$ cat src/rtl/prisc_pkg.sv
// Shared pRISC definitions used by the fetch unit and its buffer.
//   INSTR_W  : instruction / address width
//   PC_RESET : value the PC register takes on reset (one step before 0)
//   PC_STEP  : byte distance between consecutive instructions
//   fetch_state_t : fetch request state (IDLE / WAIT / DRAIN)
package prisc_pkg;

    localparam int              INSTR_W  = 32;
    localparam logic [31:0]     PC_RESET = 32'hFFFF_FFFC;
    localparam logic [31:0]     PC_STEP  = 32'd4;

    typedef enum logic [1:0] {
        IDLE  = 2'd0,   // no request outstanding
        WAIT  = 2'd1,   // request outstanding, response will be kept
        DRAIN = 2'd2    // request outstanding, response will be thrown away
    } fetch_state_t;

endpackage

$ cat src/rtl/instr_fetch_unit_if.sv
// Instruction-memory read bus (req/ack handshake).
//   imem_req   : read request, held until acknowledged
//   imem_addr  : fetch address, stable while imem_req is high
//   imem_ack   : response valid this cycle (meaningful only while imem_req)
//   imem_rdata : instruction word, valid with imem_ack
// master = fetch unit, slave = instruction memory.
interface instr_fetch_unit_if;
    import prisc_pkg::*;

    logic               imem_req;
    logic [INSTR_W-1:0] imem_addr;
    logic               imem_ack;
    logic [INSTR_W-1:0] imem_rdata;

    modport master (
        output imem_req,
        output imem_addr,
        input  imem_ack,
        input  imem_rdata
    );

    modport slave (
        input  imem_req,
        input  imem_addr,
        output imem_ack,
        output imem_rdata
    );

endinterface

$ cat src/rtl/instr_fetch_unit_fetch_buf.sv
// fetch_buf: synchronous FIFO of {pc, instr} pairs feeding decode.
//   clk, rst   : clock, synchronous active-high reset
//   flush      : empties the FIFO this cycle (wins over push/pop)
//   push       : write {push_pc, push_instr}; accepted when not full or when
//                popping in the same cycle
//   pop        : drop the head entry (ignored when empty)
//   head_pc    : head address (0 when empty)
//   head_instr : head instruction (0 when empty)
//   count      : number of valid entries, full, empty : status flags
// DEPTH must be a power of two so the pointers wrap naturally.
module fetch_buf
    import prisc_pkg::*;
#(
    parameter int DEPTH = 2,
    parameter int CNT_W = $clog2(DEPTH) + 1
) (
    input  logic               clk,
    input  logic               rst,
    input  logic               flush,
    input  logic               push,
    input  logic [INSTR_W-1:0] push_pc,
    input  logic [INSTR_W-1:0] push_instr,
    input  logic               pop,
    output logic [INSTR_W-1:0] head_pc,
    output logic [INSTR_W-1:0] head_instr,
    output logic [CNT_W-1:0]   count,
    output logic               full,
    output logic               empty
);

    localparam int PTR_W = $clog2(DEPTH);

    logic [INSTR_W-1:0] pc_mem    [DEPTH];
    logic [INSTR_W-1:0] instr_mem [DEPTH];
    logic [PTR_W-1:0]   wr_ptr;
    logic [PTR_W-1:0]   rd_ptr;
    logic               do_push;
    logic               do_pop;

    assign empty   = (count == '0);
    assign full    = (count == CNT_W'(DEPTH));
    assign do_pop  = pop && !empty;
    // A full buffer still accepts a push when the head leaves in the same cycle.
    assign do_push = push && (!full || do_pop);

    // Empty buffer presents zeros so decode never sees stale words.
    assign head_pc    = empty ? '0 : pc_mem[rd_ptr];
    assign head_instr = empty ? '0 : instr_mem[rd_ptr];

    always_ff @(posedge clk) begin
        if (rst || flush) begin
            wr_ptr <= '0;
            rd_ptr <= '0;
            count  <= '0;
        end else begin
            if (do_push) wr_ptr <= wr_ptr + PTR_W'(1);
            if (do_pop)  rd_ptr <= rd_ptr + PTR_W'(1);
            count <= count + CNT_W'(do_push) - CNT_W'(do_pop);
        end
    end

    always_ff @(posedge clk) begin
        if (do_push && !rst && !flush) begin
            pc_mem[wr_ptr]    <= push_pc;
            instr_mem[wr_ptr] <= push_instr;
        end
    end

endmodule

$ cat src/rtl/instr_fetch_unit.sv
// instr_fetch_unit: pRISC instruction fetch.
// Reads the current PC, drives the PC register's next value every cycle,
// issues instruction-memory reads over a req/ack bus and buffers fetched
// words toward decode. Taken branches redirect fetch and flush the buffer,
// including a response still in flight.
// Ports:
//   clk, rst          : clock, synchronous active-high reset
//   pc_in             : current PC (address of the last issued fetch)
//   next_pc           : combinational next PC value
//   imem              : instruction-memory bus (master side)
//   instr_valid/instr/instr_pc/instr_ready : decode handshake (buffer head)
//   br_taken/br_target: single-cycle redirect request
//   fetch_fault       : sticky misaligned-redirect flag, present only when
//                       FETCH_ALIGN_CHECK_EN is defined
// Configuration macro: FETCH_ALIGN_CHECK_EN
//   defined   : misaligned redirects are refused and raise fetch_fault,
//               which blocks all further issue until reset
//   undefined : br_target[1:0] is forced to zero
module instr_fetch_unit
    import prisc_pkg::*;
#(
    parameter int BUF_DEPTH = 2
) (
    input  logic                clk,
    input  logic                rst,
    input  logic [INSTR_W-1:0]  pc_in,
    output logic [INSTR_W-1:0]  next_pc,
    instr_fetch_unit_if.master  imem,
    output logic                instr_valid,
    output logic [INSTR_W-1:0]  instr,
    output logic [INSTR_W-1:0]  instr_pc,
    input  logic                instr_ready,
    input  logic                br_taken,
    input  logic [INSTR_W-1:0]  br_target
`ifdef FETCH_ALIGN_CHECK_EN
    ,
    output logic                fetch_fault
`endif
);

    localparam int CNT_W = $clog2(BUF_DEPTH) + 1;

    fetch_state_t       state;
    logic [CNT_W-1:0]   buf_count;
    logic               buf_full;
    logic               buf_empty;
    logic               ack;
    logic               redirect;
    logic               block_issue;
    logic               push_raw;
    logic               pop_raw;
    logic [CNT_W:0]     count_after;
    logic               space;
    logic               issue;
    logic [INSTR_W-1:0] target;

`ifdef FETCH_ALIGN_CHECK_EN
    logic align_bad;
    assign align_bad   = br_taken && (br_target[1:0] != 2'b00);
    assign target      = br_target;
    assign redirect    = br_taken && !align_bad;
    // The faulting cycle itself already stops issue.
    assign block_issue = fetch_fault || align_bad;
`else
    assign target      = br_target & ~32'h3;
    assign redirect    = br_taken;
    assign block_issue = 1'b0;
`endif

    assign ack      = imem.imem_req && imem.imem_ack;
    assign push_raw = (state == WAIT) && ack && (!buf_full || pop_raw);
    assign pop_raw  = !buf_empty && instr_ready;

    // Occupancy after this cycle's push and pop decides whether another
    // request may be launched; at most one request is ever outstanding.
    assign count_after = {1'b0, buf_count} + (CNT_W+1)'(push_raw) - (CNT_W+1)'(pop_raw);
    assign space       = count_after < (CNT_W+1)'(BUF_DEPTH);
    assign issue       = !redirect && !block_issue && space &&
                         ((state == IDLE) || push_raw);

    always_comb begin
        next_pc = pc_in;
        if (!rst) begin
            // PC holds the last issued address, so aim one step before target.
            if (redirect)   next_pc = target - PC_STEP;
            else if (issue) next_pc = pc_in + PC_STEP;
        end
    end

    fetch_buf #(
        .DEPTH (BUF_DEPTH),
        .CNT_W (CNT_W)
    ) u_buf (
        .clk        (clk),
        .rst        (rst),
        .flush      (redirect),
        .push       (push_raw && !redirect),
        .push_pc    (imem.imem_addr),
        .push_instr (imem.imem_rdata),
        .pop        (pop_raw && !redirect),
        .head_pc    (instr_pc),
        .head_instr (instr),
        .count      (buf_count),
        .full       (buf_full),
        .empty      (buf_empty)
    );

    assign instr_valid = !buf_empty;

    always_ff @(posedge clk) begin
        if (rst) begin
            state          <= IDLE;
            imem.imem_req  <= 1'b0;
            imem.imem_addr <= '0;
        end else begin
            case (state)
                IDLE: begin
                    if (issue) begin
                        imem.imem_req  <= 1'b1;
                        imem.imem_addr <= pc_in + PC_STEP;
                        state          <= WAIT;
                    end
                end
                WAIT: begin
                    if (redirect) begin
                        if (ack) begin
                            imem.imem_req <= 1'b0;
                            state         <= IDLE;
                        end else begin
                            // Bus must see the old request through to its ack.
                            state <= DRAIN;
                        end
                    end else if (ack) begin
                        if (issue) begin
                            imem.imem_addr <= pc_in + PC_STEP;
                        end else begin
                            imem.imem_req <= 1'b0;
                            state         <= IDLE;
                        end
                    end
                end
                DRAIN: begin
                    if (ack) begin
                        imem.imem_req <= 1'b0;
                        state         <= IDLE;
                    end
                end
                default: begin
                    imem.imem_req <= 1'b0;
                    state         <= IDLE;
                end
            endcase
        end
    end

`ifdef FETCH_ALIGN_CHECK_EN
    always_ff @(posedge clk) begin
        if (rst)            fetch_fault <= 1'b0;
        else if (align_bad) fetch_fault <= 1'b1;
    end
`endif

endmodule

$ cat src/flat_wrapper.sv
// flat-port wrapper written by rule: the top's interface ports become plain ports
module instr_fetch_unit_flat import prisc_pkg::*;
#(
    parameter int BUF_DEPTH = 2
)
  (clk, rst, pc_in, next_pc, instr_valid, instr, instr_pc, instr_ready, br_taken, br_target, imem_imem_req, imem_imem_addr, imem_imem_ack, imem_imem_rdata);
  instr_fetch_unit_if imem_i ();
  input  logic clk;
  input  logic rst;
  input  logic [INSTR_W-1:0] pc_in;
  output logic [INSTR_W-1:0] next_pc;
  output logic instr_valid;
  output logic [INSTR_W-1:0] instr;
  output logic [INSTR_W-1:0] instr_pc;
  input  logic instr_ready;
  input  logic br_taken;
  input  logic [INSTR_W-1:0] br_target;
  output wire logic [$bits(imem_i.imem_req)-1:0] imem_imem_req;
  output wire logic [$bits(imem_i.imem_addr)-1:0] imem_imem_addr;
  input wire logic [$bits(imem_i.imem_ack)-1:0] imem_imem_ack;
  input wire logic [$bits(imem_i.imem_rdata)-1:0] imem_imem_rdata;
  assign imem_imem_req = imem_i.imem_req;
  assign imem_imem_addr = imem_i.imem_addr;
  assign imem_i.imem_ack = imem_imem_ack;
  assign imem_i.imem_rdata = imem_imem_rdata;
  instr_fetch_unit #(.BUF_DEPTH(BUF_DEPTH)) u_core (.clk(clk), .rst(rst), .pc_in(pc_in), .next_pc(next_pc), .imem(imem_i), .instr_valid(instr_valid), .instr(instr), .instr_pc(instr_pc), .instr_ready(instr_ready), .br_taken(br_taken), .br_target(br_target));
endmodule
$ cat config.mk
export PLATFORM = sky130hd
export DESIGN_NAME = instr_fetch_unit_flat
export DESIGN_NICKNAME = d
export VERILOG_FILES = /design/src/rtl/prisc_pkg.sv /design/src/rtl/instr_fetch_unit_if.sv /design/src/rtl/instr_fetch_unit_fetch_buf.sv /design/src/rtl/instr_fetch_unit.sv /design/src/flat_wrapper.sv
export SDC_FILE = /design/constraint.sdc
export NUM_CORES = 1
export LEC_CHECK = 0
export BUFFER_PORTS_ARGS = -buffer_cell sky130_fd_sc_hd__buf_2
export CORE_UTILIZATION = 57
export DETAILED_ROUTE_END_ITERATION = 6
export PLACE_DENSITY = 0.9
export RECOVER_POWER = 25
export SYNTH_ARGS = -nofsm -noshare
export SYNTH_HDL_FRONTEND = slang
export SYNTH_HIERARCHICAL = 1
export SYNTH_SLANG_ARGS = --single-unit
$ cat constraint.sdc
create_clock -name clk -period 13.12 [get_ports clk]
set_input_delay 0 -clock clk [delete_from_list [all_inputs] [get_ports clk]]
set_output_delay 0 -clock clk [all_outputs]
set_load 0.05 [all_outputs]
* After elaboration in Yosys (flattened, before gate mapping) *
Memories as Yosys holds them, arrays and structs flattened. A register that Yosys moved wholly into a read port is not among the register bits.
Index checks and enable logic that the tools add are counted.

word-level totals
  input bits = 101
  bits in registers = 39
  output and inout bits = 130
  memory bits (writable) = 128
  logic and storage cells = 80
  memories = 2

memory list
  name                    words  bits a word  read ports  clocked after memory_dff  wr ports  line                              text
  u_core.u_buf.instr_mem  2      32           1           1                         1         instr_fetch_unit_fetch_buf.sv:34  logic [INSTR_W-1:0] instr_mem [DEPTH];
  u_core.u_buf.pc_mem     2      32           1           1                         1         instr_fetch_unit_fetch_buf.sv:33  logic [INSTR_W-1:0] pc_mem [DEPTH];

operators by class
  reductions and logical operators = 26
  $lt $le $gt $ge = 1
  equality and inequality tests = 9
  add/subtract/negate cells = 8
  muxes and demuxes = 28

operator list
  operator                                                                      count
  32-bit 2-to-1 mux                                                             8
  32-bit one-hot mux with 2 select lines                                        1
  32-bit by 3-bit adder with 32-bit output, second input constant               1
  32-bit by 3-bit subtractor with 32-bit output, second input constant          1
  1-bit logical AND                                                             12
  2-bit 2-to-1 mux                                                              6
  1-bit 2-to-1 mux                                                              11
  2-bit by 1-bit inequality test with 1-bit output, second input constant       3
  2-bit one-hot mux with 3 select lines                                         1
  3-bit AND reduction                                                           2
  2-bit == test, second input constant                                          2
  1-bit zero test                                                               4
  2-bit zero test                                                               2
  1-bit logical OR                                                              4
  4-bit AND reduction                                                           1
  2-bit by 1-bit adder with 3-bit output                                        1
  3-bit by 2-bit less-than comparator with 1-bit output, second input constant  1
  3-bit by 2-bit inequality test with 1-bit output, second input constant       1
  3-bit inequality test, second input constant                                  1
  1-bit one-hot mux with 3 select lines                                         1
  3-bit by 1-bit subtractor with 3-bit output                                   1
  1-bit adder, second input constant                                            2
  2-bit by 1-bit adder with 2-bit output                                        1
  2-bit by 1-bit == test with 1-bit output, second input constant               1
  3 further kinds                                                               3

* Logic depth before layout (Yosys ltp) *
  depth after elaboration = 14
  gate-level depth with buffers = 16
  gate-level depth less buffers = 13

* By module *
The synthesis kept the hierarchy.

modules (own cells, without submodules)
  module            seq. area each (µm²)  times used  cells an instance  area each (µm²)
  fetch_buf         3943.8                1           300                5049.8
  instr_fetch_unit  700.7                 1           494                3587.2

* Least setup slack after synthesis *
OpenSTA, ideal clock, no wires.

  path kind = register to register
  from = register u_core.u_buf.count[1]
  to = memory u_core.u_buf.instr_mem[0][0] (enable)
  buffers on the path = 1
  clock period less this slack = 4.812 ns
  data arrival time = 4.325 ns
  setup time = 0.486 ns
  stages on the path, launching flop included = 10
  setup slack = 8.308 ns
  required time = 12.634 ns
  cell sequence = dfxtp_1 > nor2_1 > clkbuf_1 > inv_2 > nand2_1 > nand2_1 > nand4_1 > nor2_1 > nand3_1 > nor2_1

on the way
  cells in the longest elaborated chain, start to end = 11
  elaborated cells between the ends (all ways) = 16
  classes of those cells = 1 x eq/ne; 2 x mux; 13 x reduce/logical

RTL lines
  what                                                          line                                                      text
  start, declared                                               instr_fetch_unit_fetch_buf.sv:26                          output logic [CNT_W-1:0] count,
  start signal, assigned                                        instr_fetch_unit_fetch_buf.sv:58                          count <= count + CNT_W'(do_push) - CNT_W'(do_pop);
  2-bit zero test (*)                                           instr_fetch_unit_fetch_buf.sv:40                          assign empty = (count == '0);
  net u_core.buf_empty                                          instr_fetch_unit.sv:46                                    logic buf_empty;
  1-bit zero test (*)                                           n/a
  net instr_valid                                               flat_wrapper.sv:12                                        output logic instr_valid;
  1-bit logical AND                                             instr_fetch_unit.sv:72                                    assign pop_raw = !buf_empty && instr_ready;
  1-bit logical OR / 1-bit logical AND (equally long branches)  instr_fetch_unit.sv:71, instr_fetch_unit.sv:100
  1-bit logical AND, on equally long branches                   instr_fetch_unit.sv:71, instr_fetch_unit_fetch_buf.sv:42
  1-bit logical AND / 1-bit logical OR (equally long branches)  instr_fetch_unit.sv:97, instr_fetch_unit_fetch_buf.sv:44
  1-bit logical AND (*)                                         instr_fetch_unit_fetch_buf.sv:44                          assign do_push = push && (!full || do_pop);
  1-bit logical AND (*) (2 in series)                           instr_fetch_unit_fetch_buf.sv:63                          if (do_push && !rst && !flush) begin
  1-bit 2-to-1 mux (*)                                          instr_fetch_unit_fetch_buf.sv:63
  1-bit 2-to-1 mux (not written as such) (*)                    instr_fetch_unit_fetch_buf.sv:65                          instr_mem[wr_ptr] <= push_instr;
  end, declared                                                 instr_fetch_unit_fetch_buf.sv:34

The timed path passes the listed nets; every way through them passes the cells marked *.

* Worst setup path after layout *
  from = register u_core.u_buf.count[1]
  to = output next_pc[24]

on the way
  cells in the longest elaborated chain, start to end = 13
  elaborated cells between the ends (all ways) = 16
  classes of those cells = 2 x add/sub; 1 x order compare; 1 x eq/ne; 3 x mux; 9 x reduce/logical

RTL lines
  what                                                   line                              text
  2-bit zero test (*)                                    instr_fetch_unit_fetch_buf.sv:40
  net u_core.buf_empty                                   instr_fetch_unit.sv:46
  1-bit zero test (*)                                    instr_fetch_unit.sv:72
  1-bit logical AND (*)                                  instr_fetch_unit.sv:72
  1-bit logical OR                                       instr_fetch_unit.sv:71            assign push_raw = (state == WAIT) && ack && (!buf_full || pop_raw);
  1-bit logical AND                                      instr_fetch_unit.sv:71
  2-bit by 1-bit adder with 3-bit output                 instr_fetch_unit.sv:76            assign count_after = {1'b0, buf_count} + (CNT_W+1)'(push_raw) - (CNT_W+1)'(pop_raw);
  3-bit by 1-bit subtractor with 3-bit output            instr_fetch_unit.sv:76
  3-bit by 2-bit less-than comparator with 1-bit output  instr_fetch_unit.sv:77            assign space = count_after < (CNT_W+1)'(BUF_DEPTH);
  1-bit logical AND                                      instr_fetch_unit.sv:78            assign issue = !redirect && !block_issue && space &&
  1-bit logical AND (*)                                  instr_fetch_unit.sv:78
  32-bit 2-to-1 mux (*)                                  instr_fetch_unit.sv:86            else if (issue) next_pc = pc_in + PC_STEP;
  32-bit 2-to-1 mux (*)                                  instr_fetch_unit.sv:85            if (redirect) next_pc = target - PC_STEP;
  32-bit 2-to-1 mux (*)                                  instr_fetch_unit.sv:83            if (!rst) begin
  end, declared                                          flat_wrapper.sv:11                output logic [INSTR_W-1:0] next_pc;

Marked as above.

==> flow_metrics.tcl <==
set metrics [dict create \
    run_status "finished with violations" \
    violations "DRC" \
    dieArea_um2 15600 \
    multiInputGateArea_um2 3690 \
    ys_top_cells_by_area "edfxtp_1, dfxtp_1, mux2i_1" \
    critPathKind "reg -> out" \
    synth.most_common_cell "edfxtp_1" \
    dpl.cell_count 1164 \
    cpPeakStageDelay_ns 0.60 \
    io_buffers 228 \
    worst_slew_pin_slew_ns 1.15 \
    setup_violations 0 \
    die_h_um 125 \
    numCtsBuffers 17 \
    clock-root-buffer "clkbuf_16" \
    num-fill-cells 1021 \
    nNetsFinal 1162 \
    ys_warn_count 6 \
    power.leakage_nw 4.09 \
    finalCritPeriodShare_pct 36.4 \
    worstPathCellList "nor2_4 > inv_2 > nand2_1 > nand2_1 > nand4_1 > ha_1 > nand2b_1 > fa_1 > nand2b_1 > nor3_4 > nand2_1 > o41a_1 > a211oi_1 > buf_2" \
    crit_arrival_ns 4.78 \
    fin_crit_ns 4.78 \
    post_route_cells_drive_above_1_share_pct 25.0 \
    synth_edf_count 128 \
    grt_max_degree 70 \
    synth_nets 900 \
    p_comb_share_pct 15.4 \
    async_reset_ff_share_pct 0 \
    htree_num_levels 4 \
    critPathLaunchType "register" \
    grt_overflow 0 \
    clk_latency_ns 0.41 \
    ys_seq_area_share_pct 53.8 \
    start_util_pct 59.0 \
    fmax_mhz 209 \
    grt_pass1_vias 7219 \
    routed_wirelength_um 24300 \
    swShare_pct 27.7 \
    fin_skew_ns 0.0138 \
    min_path_type "in -> reg" \
    cp.required_ns 13.12 \
    synth_top_area_share_pct 44.5 \
    antenna_left 0 \
    vias_per_cell 5.99 \
    fp-row-count 44 \
    slowest_stage "nor3_4" \
    diodes 0 \
    use_met2_pct 52.8 \
    cts_resized 0 \
    top_usage_layer "met2" \
    slew_violations 0 \
    area_delta_synth_final_pct 27.0 \
    vias 7507 \
    critPathBufInv 2 \
    p_sw_uw 360 \
    total_power_mw 1.30 \
    vdd_ir_drop_max_v 0.0000777 \
    ys.flop_type "edfxtp_1" \
    stdcell_area_um2 11000 \
    sequentialPowerShare_pct 45.9 \
    tritoncts "done" \
    dpl.hpwl_um 15200 \
    track_usage_pct 31.3 \
    rsz0062_at_grt "false" \
    drcViolationCount 36 \
    ys_ff_latch 168 \
    grt_pass1_wl_um 38300 \
    clock_power_share_pct 38.7 \
    path_max_fanout 18 \
    ys_types 71 \
    r2r_setup_slack_ns 9.20 \
    wire_per_inst_um 19.4 \
    slew_headroom_pct 22.8 \
    synth_common_cells "edfxtp_1, nor2_1, mux2i_1" \
    avgSynthCellArea_um2 10.9 \
    fin_cells 1253 \
    firstDrtPassIters 7 \
    use_met1_pct 40.7 \
    path_clk_slew_ns 0.06 \
    seqCellArea_um2 4650 \
    clock_path_buffers 2 \
    ios 231 \
    yosys.area.top_type "edfxtp_1" \
    drt_iter0_drc 859 \
    grt_use_met3_pct 5.82 \
    cap_violations 0 \
    antenna_found_initial 0 \
    p_per_area_nw_per_um2 119 \
    netlist_instances 794 \
    hold_viol 0 \
    crit_family "simple AND/OR/NAND/NOR gates" \
    cts.sinks 168 \
    finalWeightedCongestion 0.930 \
    syn_area_um2 8640 \
    setup_tns_ns 0 \
    cp-end-kind "output port" \
    post_dp_cell_area_um2 9820 \
    p_int_uw 942 \
    core_area_um2 14600 \
    cp_common_cell "nand2_1" \
    die_w_um 125 \
]
==> through the flow <==
stage	setup WS (ns)	util, %	hold WS [ns]
4_1_cts	8.34	75.1	0.00132
6_report	8.34	74.9	0.0271
5_1_grt	7.99	74.9	0.0349
3_5_place_dp	8.82	67.1	0.191
2_1_floorplan	8.31	-	0.0900
3_3_place_gp	8.85	67.1	0.188
==> what timing repair did <==
| action | CTS | global route |
|---|---|---|
| hold endpoints to repair | 89 | 0 |
| hold buffers | 57 | 0 |
| buffers inserted | 0 | 0 |
==> cell type report <==
cell class / instances / share of cell area, %
Sequential cell: 168 / 42.4
Multi-Input combinational cell: 563 / 33.7
Timing Repair Buffer: 293 / 15.9
Clock buffer: 21 / 4.58
Tap cell: 184 / 2.10
Clock inverter: 11 / 0.969
Inverter: 13 / 0.445
==> power by group through the flow <==
stage | Combinational [mW] | Clock, mW | Sequential (mW)
finish | 0.201 | 0.503 | 0.598
global route | 0.213 | 0.534 | 0.599
CTS | 0.199 | 0.506 | 0.598
detailed placement | 0.185 | 0 | 0.609
global placement | 0.182 | 0 | 0.608
floorplan | 0.0948 | 0 | 0.638
==> layer usage <==
metal  up-vias  part of all wire (%)
li1       3505                     -
met1      3496                    40
met2       465                    49
met3        41                   9.1
met4         0                   2.3
met5         -                     0
==> placed cells by master, fill, tap and decap left out, types with 5 or more instances in the layout <==
master         instances
a211oi_1              14
a21oi_1               36
a31oi_1                6
a32oi_1                5
and2_1                 9
and3_1                 8
buf_2                203
buf_4                  8
clkbuf_1              23
clkbuf_16             19
dfxtp_1               39
dlygate4sd3_1         57
edfxtp_1             128
inv_1                 11
mux2i_1               67
nand2_1               45
nand3_1               16
nand4_1               24
nor2_1               108
nor2b_1                8
nor3_1                21
nor4_1                 9
o211ai_1               7
o21ai_0               25
o21ai_1                8
o22a_1                 5
or3_1                 12
or4_1                  5
xnor2_1               27
xor2_1                23
==> worst reg2reg max path, stage by stage, from the launching register on <==
cell	delay [ns]
dfxtp_1	0.55
nor2_4	0.08
inv_2	0.06
nand2_1	0.11
nand2_1	0.09
nand4_1	0.11
ha_1	0.28
nand2b_1	0.15
fa_1	0.50
nand2b_1	0.12
nor3_4	0.60
and2_2	0.30
buf_4	0.53
nor2_1	0.11
a211oi_1	0.26
==> state kept, by name, indices dropped and copies added, names as in the netlist, named ones only <==
| signal | flops |
|---|---|
| u_core/u_buf/instr_mem | 64 |
| u_core/imem.imem_req | 1 |
| u_core/u_buf/wr_ptr | 1 |
| u_core/u_buf/rd_ptr | 1 |
| u_core/u_buf/count | 2 |
| u_core/imem.imem_addr | 32 |
| u_core/u_buf/pc_mem | 64 |
| u_core/state | 2 |
==> final timing paths <==
check / startpoint / to / cells after the start
setup / recovery: u_core/u_buf/count[1] / next_pc[24] / 14
hold / removal: pc_in[28] / u_core/imem.imem_addr[28] / 3
setup reg to reg: u_core/u_buf/count[1] / u_core/imem.imem_addr[6] / 14
hold reg to reg: u_core/imem.imem_addr[14] / u_core/u_buf/pc_mem[1][14] / 0
==> logic make-up (layout without fill, tap and decap cells) <==
| kind of cell | after synthesis | count (layout) | share of synthesized area [%] |
|---|---|---|---|
| AO/OA/AOI/OAI | 143 | 143 | 11.1 |
| XOR/XNOR | 50 | 50 | 5.07 |
| adder cells (fa/ha/maj) | 5 | 5 | 0.811 |
| buffers and inverters | 63 | 338 | 3.69 |
| flip-flops | 168 | 168 | 53.8 |
| multiplexers | 69 | 69 | 8.03 |
| AND/OR/NAND/NOR | 296 | 296 | 17.5 |
No activity file was read; power rests on OpenSTA's default activity.
